==> config.mk <==
export PLATFORM = sky130hd
export DESIGN_NAME = ifetch_unit
export DESIGN_NICKNAME = d
export VERILOG_FILES = /design/src/rtl/ifetch_unit.sv
export SDC_FILE = /design/constraint.sdc
export NUM_CORES = 1
export LEC_CHECK = 0
export BUFFER_PORTS_ARGS = -buffer_cell sky130_fd_sc_hd__buf_2
export CELL_PAD_IN_SITES_DETAIL_PLACEMENT = 0
export CELL_PAD_IN_SITES_GLOBAL_PLACEMENT = 1
export CORE_MARGIN = 8
export CORE_UTILIZATION = 34
export DETAILED_ROUTE_END_ITERATION = 10
export PLACE_DENSITY_LB_ADDON = 0.1
export SETUP_SLACK_MARGIN = 0.2
export SYNTH_ARGS = -nofsm -noshare
export SYNTH_HDL_FRONTEND = slang
export SYNTH_SLANG_ARGS = --single-unit
==> constraint.sdc <==
create_clock -name clk -period 3.7 [get_ports clk]
set_clock_uncertainty 0.15 [all_clocks]
set_input_delay 0 -clock clk [delete_from_list [all_inputs] [get_ports clk]]
set_output_delay 0 -clock clk [all_outputs]
set_load 0.005 [all_outputs]
==> src/rtl/ifetch_unit.sv <==
// Instruction fetch stage: owns the PC, issues one word fetch at a time and
// holds each fetched instruction for decode until it is consumed or squashed.
module ifetch_unit #(
    parameter int                  PC_WIDTH = 32,
    parameter logic [PC_WIDTH-1:0] RESET_PC = '0
) (
    input  logic                clk,
    input  logic                rst_n,
    output logic                imem_req_valid,
    input  logic                imem_req_ready,
    output logic [PC_WIDTH-1:0] imem_req_addr,
    input  logic                imem_resp_valid,
    input  logic [31:0]         imem_resp_data,
    output logic                id_valid,
    input  logic                id_ready,
    output logic [31:0]         id_instr,
    output logic [5:0]          id_opcode,
    output logic [PC_WIDTH-1:0] id_pc,
    output logic [PC_WIDTH-1:0] id_pc_plus4,
    input  logic                redirect_valid,
    input  logic [PC_WIDTH-1:0] redirect_pc
);

    typedef enum logic [1:0] {
        S_IDLE = 2'd0,
        S_REQ  = 2'd1,
        S_WAIT = 2'd2,
        S_HOLD = 2'd3
    } state_t;

    state_t              r_state;
    logic [PC_WIDTH-1:0] r_pc;
    logic                r_drop;
    logic [31:0]         r_id_instr;
    logic [PC_WIDTH-1:0] r_id_pc;

    state_t              w_state_nxt;
    logic [PC_WIDTH-1:0] w_pc_nxt;
    logic                w_drop_nxt;
    logic                w_capture;
    logic [PC_WIDTH-1:0] w_redirect_pc;

    assign w_redirect_pc = redirect_pc & ~PC_WIDTH'(3);

    // NOTE: sequential state uses non-blocking assignments so every register
    // samples pre-edge values regardless of statement order.
    always_ff @(posedge clk) begin
        if (!rst_n) begin
            r_state <= S_IDLE;
        end else begin
            r_state <= w_state_nxt;
        end
    end

    always_ff @(posedge clk) begin
        if (!rst_n) begin
            r_pc       <= RESET_PC;
            r_drop     <= 1'b0;
            r_id_instr <= '0;
            r_id_pc    <= '0;
        end else begin
            r_pc   <= w_pc_nxt;
            r_drop <= w_drop_nxt;
            if (w_capture) begin
                r_id_instr <= imem_resp_data;
                r_id_pc    <= r_pc;
            end
        end
    end

    // NOTE: every comb output gets a default first so no path infers a latch.
    always_comb begin
        w_state_nxt = r_state;
        w_pc_nxt    = r_pc;
        w_drop_nxt  = r_drop;
        w_capture   = 1'b0;
        case (r_state)
            S_IDLE: begin
                w_state_nxt = S_REQ;
            end
            S_REQ: begin
                if (imem_req_ready) begin
                    w_state_nxt = S_WAIT;
                    w_drop_nxt  = redirect_valid;
                end
                if (redirect_valid) begin
                    w_pc_nxt = w_redirect_pc;
                end
            end
            S_WAIT: begin
                if (imem_resp_valid) begin
                    w_drop_nxt = 1'b0;
                    if (redirect_valid) begin
                        w_state_nxt = S_REQ;
                        w_pc_nxt    = w_redirect_pc;
                    end else if (r_drop) begin
                        w_state_nxt = S_REQ;
                    end else begin
                        w_state_nxt = S_HOLD;
                        w_capture   = 1'b1;
                        w_pc_nxt    = r_pc + PC_WIDTH'(4);
                    end
                end else if (redirect_valid) begin
                    w_drop_nxt = 1'b1;
                    w_pc_nxt   = w_redirect_pc;
                end
            end
            S_HOLD: begin
                if (redirect_valid) begin
                    w_state_nxt = S_REQ;
                    w_pc_nxt    = w_redirect_pc;
                end else if (id_ready) begin
                    w_state_nxt = S_REQ;
                end
            end
            default: begin
                w_state_nxt = S_IDLE;
            end
        endcase
    end

    always_comb begin
        imem_req_valid = (r_state == S_REQ);
        id_valid       = (r_state == S_HOLD);
    end

    assign imem_req_addr = r_pc;
    assign id_instr      = r_id_instr;
    assign id_opcode     = r_id_instr[31:26];
    assign id_pc         = r_id_pc;
    assign id_pc_plus4   = r_id_pc + PC_WIDTH'(4);

endmodule

==> results.cfg <==
[setup_path]
arrival_ps = 3430
cp_common_cell = nor3_1
cp_max_fo = 10
path_buf_inv = 2
worstRegToRegCells = 8
critical_path.slowest_cell = nor3_1
required_ps = 3850
cp-end-kind = flop
cpPeakStageDelay_ps = 600
cp-startpoint = r_state[1]
crit_end = imem_req_addr[14]
rrSetupSlack_ps = 410
worstReg2RegStart = r_state[1]
worst_setup_path_start_kind = flop
cp.depth = 8
critical_path_class = flop to flop
r2r_end = imem_req_addr[14]
cp_top_family = simple AND/OR/NAND/NOR gates
path_cells = inv_1, ha_1, or3b_1, nor3_1, nand3_1, nor3_1, o311a_1, dlygate4sd3_1

[power_and_ir_drop]
leakagePower_uw = 0.00309
peakVddDrop_mv = 0.212
powerDensity_mw_per_mm2 = 364

[final_layout]
n_antenna_cell = 0
drive_gt1_frac = 0.261
layout_commonest_cell = buf_2
post-route-util = 0.480
stdcell_area_mm2 = 0.00720
instances_no_fill = 1111
nets = 995
mostFrequentLayoutCells = buf_2, nand2_1, dfxtp_1, a21oi_1, dlygate4sd3_1
area_growth_pct = 40.7

[synth]
synth_fa_ha_area_frac = 0.0171
synthCells = 681
synth_top_family_by_area = simple AND/OR/NAND/NOR gates
synth_compound_area_frac = 0.196
ys_types = 53
ys_seq_area_frac = 0.387
async_flop_share = 0
syn_avg_cell_area_um2 = 7.51
synthMuxAreaShare = 0.00978
yosysWarnings = 0
synthSimpleGateAreaFrac = 0.287
synth-seq-cells = 99
synth_area_mm2 = 0.00511
synth-edff-count = 0
synth-main-ff-cell = dfxtp_1
synth_xor_area_frac = 0.0479
syn_nets = 758

[detailed_routing]
wirelength_um = 19500
vias = 5878
via_per_inst = 5.29
drt_iter0_markers = 392
drcViolationCount = 0
wl_per_cell_um = 17.6
detail-route-antenna-nets = 0
dr.pass1.iters = 5

[floorplanning]
dieArea_mm2 = 0.0192
start_util = 0.342
coreArea_mm2 = 0.0150
die_w_um = 139
fp-row-count = 45
die_h_um = 139
pin_count = 206

[clock_network]
clock-sinks = 99
cts_resized = 0
clk_pin_slew_ps = 70
cts_tree = done
clockBufferDepth = 2
cts_buffers = 9
h-tree-depth = 3
post_cts_buffers = 0
clock_latency_ps = 350
ctsRootBufferMaster = clkbuf_16

[run]
cap_violations = 0

[sta]
min_period_ps = 3290
min_period_over_period = 0.888
worst_pin_slew_ps = 830
slew_violations = 0
layout_setup_ws_ps = 414
setup-violations-final = 0
fmax_mhz = 304
rsz0062_at_grt = no
relSlewSlack = 0.445
hold_viol = 0
fin_tns_setup_ps = 0

[place]
portBuffers = 203
place_congestion = 0.835
dpl_cell_area_mm2 = 0.00620
dp_hpwl_um = 13800
placed_cells = 1027
place_ws_ps = 774

[status]
run_status = finished clean

[global_routing]
grt_pass1_vias = 5649
track_usage = 0.195
grt_antenna_before_repair = 0
grt_max_degree = 47
grt_overflow_total = 0
grt_pass1_wl_um = 30600

[worst_hold_path]
holdPathStages = 2
hold_class = input port to flop
cells in the mapped netlist (2+ instances only):
cell | n | area share
o221ai_1 | 5 | 0.0086
or4_4 | 2 | 0.0044
a21oi_1 | 86 | 0.084
inv_1 | 8 | 0.0059
nand2b_1 | 3 | 0.0037
xor2_1 | 10 | 0.017
buf_4 | 9 | 0.013
nor2_1 | 27 | 0.020
clkbuf_1 | 35 | 0.026
a31o_2 | 2 | 0.0034
a41oi_1 | 4 | 0.0068
o21ai_0 | 21 | 0.021
mux2i_1 | 5 | 0.0098
a311oi_1 | 2 | 0.0034
a22o_1 | 3 | 0.0051
nor2b_1 | 7 | 0.0086
ha_1 | 7 | 0.017
o221a_2 | 2 | 0.0044
nor3b_1 | 2 | 0.0029
o41ai_1 | 3 | 0.0051
or3_1 | 3 | 0.0037
o21a_1 | 2 | 0.0029
dfxtp_1 | 99 | 0.39
nand3_1 | 29 | 0.028
and2_1 | 7 | 0.0086
a31oi_1 | 12 | 0.015
a211oi_1 | 2 | 0.0029
nor4_1 | 8 | 0.0098
o22ai_1 | 5 | 0.0061
a32o_1 | 3 | 0.0059
a22oi_1 | 3 | 0.0044
o211ai_1 | 3 | 0.0044
xnor2_1 | 18 | 0.031
nor3_1 | 17 | 0.017
nand4_1 | 12 | 0.015
and4_1 | 11 | 0.019
buf_1 | 9 | 0.0066
nand2_1 | 165 | 0.12
and3_1 | 16 | 0.020
timing repair:
action,4_1_cts,5_1_grt
endpoints found under the setup margin,0,0
hold endpoints to repair,62,0
hold buffers,68,0
kinds of logic after synthesis:
group                    count (synthesis)
multiplexers                             5
AND/OR/NAND/NOR                        313
adder cells (fa/ha/maj)                  7
buffers and inverters                   63
AO/OA/AOI/OAI                          166
flip-flops                              99
XOR/XNOR                                28
power breakdown:
group | leakage, µW | switching [µW] | total, µW | internal (µW)
clock network | 0.000147 | 451 | 1000 | 551
registers | 0.000802 | 83.3 | 1190 | 1110
logic | 0.00214 | 231 | 426 | 195
how the worst min path moves through the flow:
| stage | from | end | slack [ps] |
|---|---|---|---|
| final | rst_n | imem_req_addr[21] | 20 |
| after global routing | rst_n | imem_req_addr[21] | 50 |
| after CTS | rst_n | imem_req_addr[21] | 7 |
| after detailed placement | imem_resp_data[21] | id_instr[21] | 100 |
| after global placement | imem_resp_data[2] | id_instr[2] | 90 |
| after floorplan | imem_resp_data[0] | id_instr[0] | -10 |
layout make-up:
class                           instances  area, µm²
Clock inverter                          6       73.8
Clock buffer                           10        239
Inverter                                8       30.0
Multi-Input combinational cell        519       2860
Tap cell                              188        235
Fill cell                            1525       7780
Sequential cell                        99       1980
Timing Repair Buffer                  281       1770
sequential cells by signal, summed over array words and instances, names as in the netlist:
signal	flops
r_drop	1
id_pc	32
r_state	2
id_instr	32
imem_req_addr	32
layer usage:
layer	global-route usage	routed length (µm)	part of all wire
met5	0	0	0
met4	0.0878	576	0.030
met3	0.0485	1430	0.073
met2	0.319	9060	0.46
met1	0.238	8440	0.43
per-stage QoR:
stage	power, µW	hold WS (ps)
after floorplan	1400	-14.0
after global placement	1570	90.6
after detailed placement	1580	95.9
after CTS	2640	7.47
after global routing	2730	47.5
final	2620	18.1
Note: power is estimated with default switching activity, not from simulation.
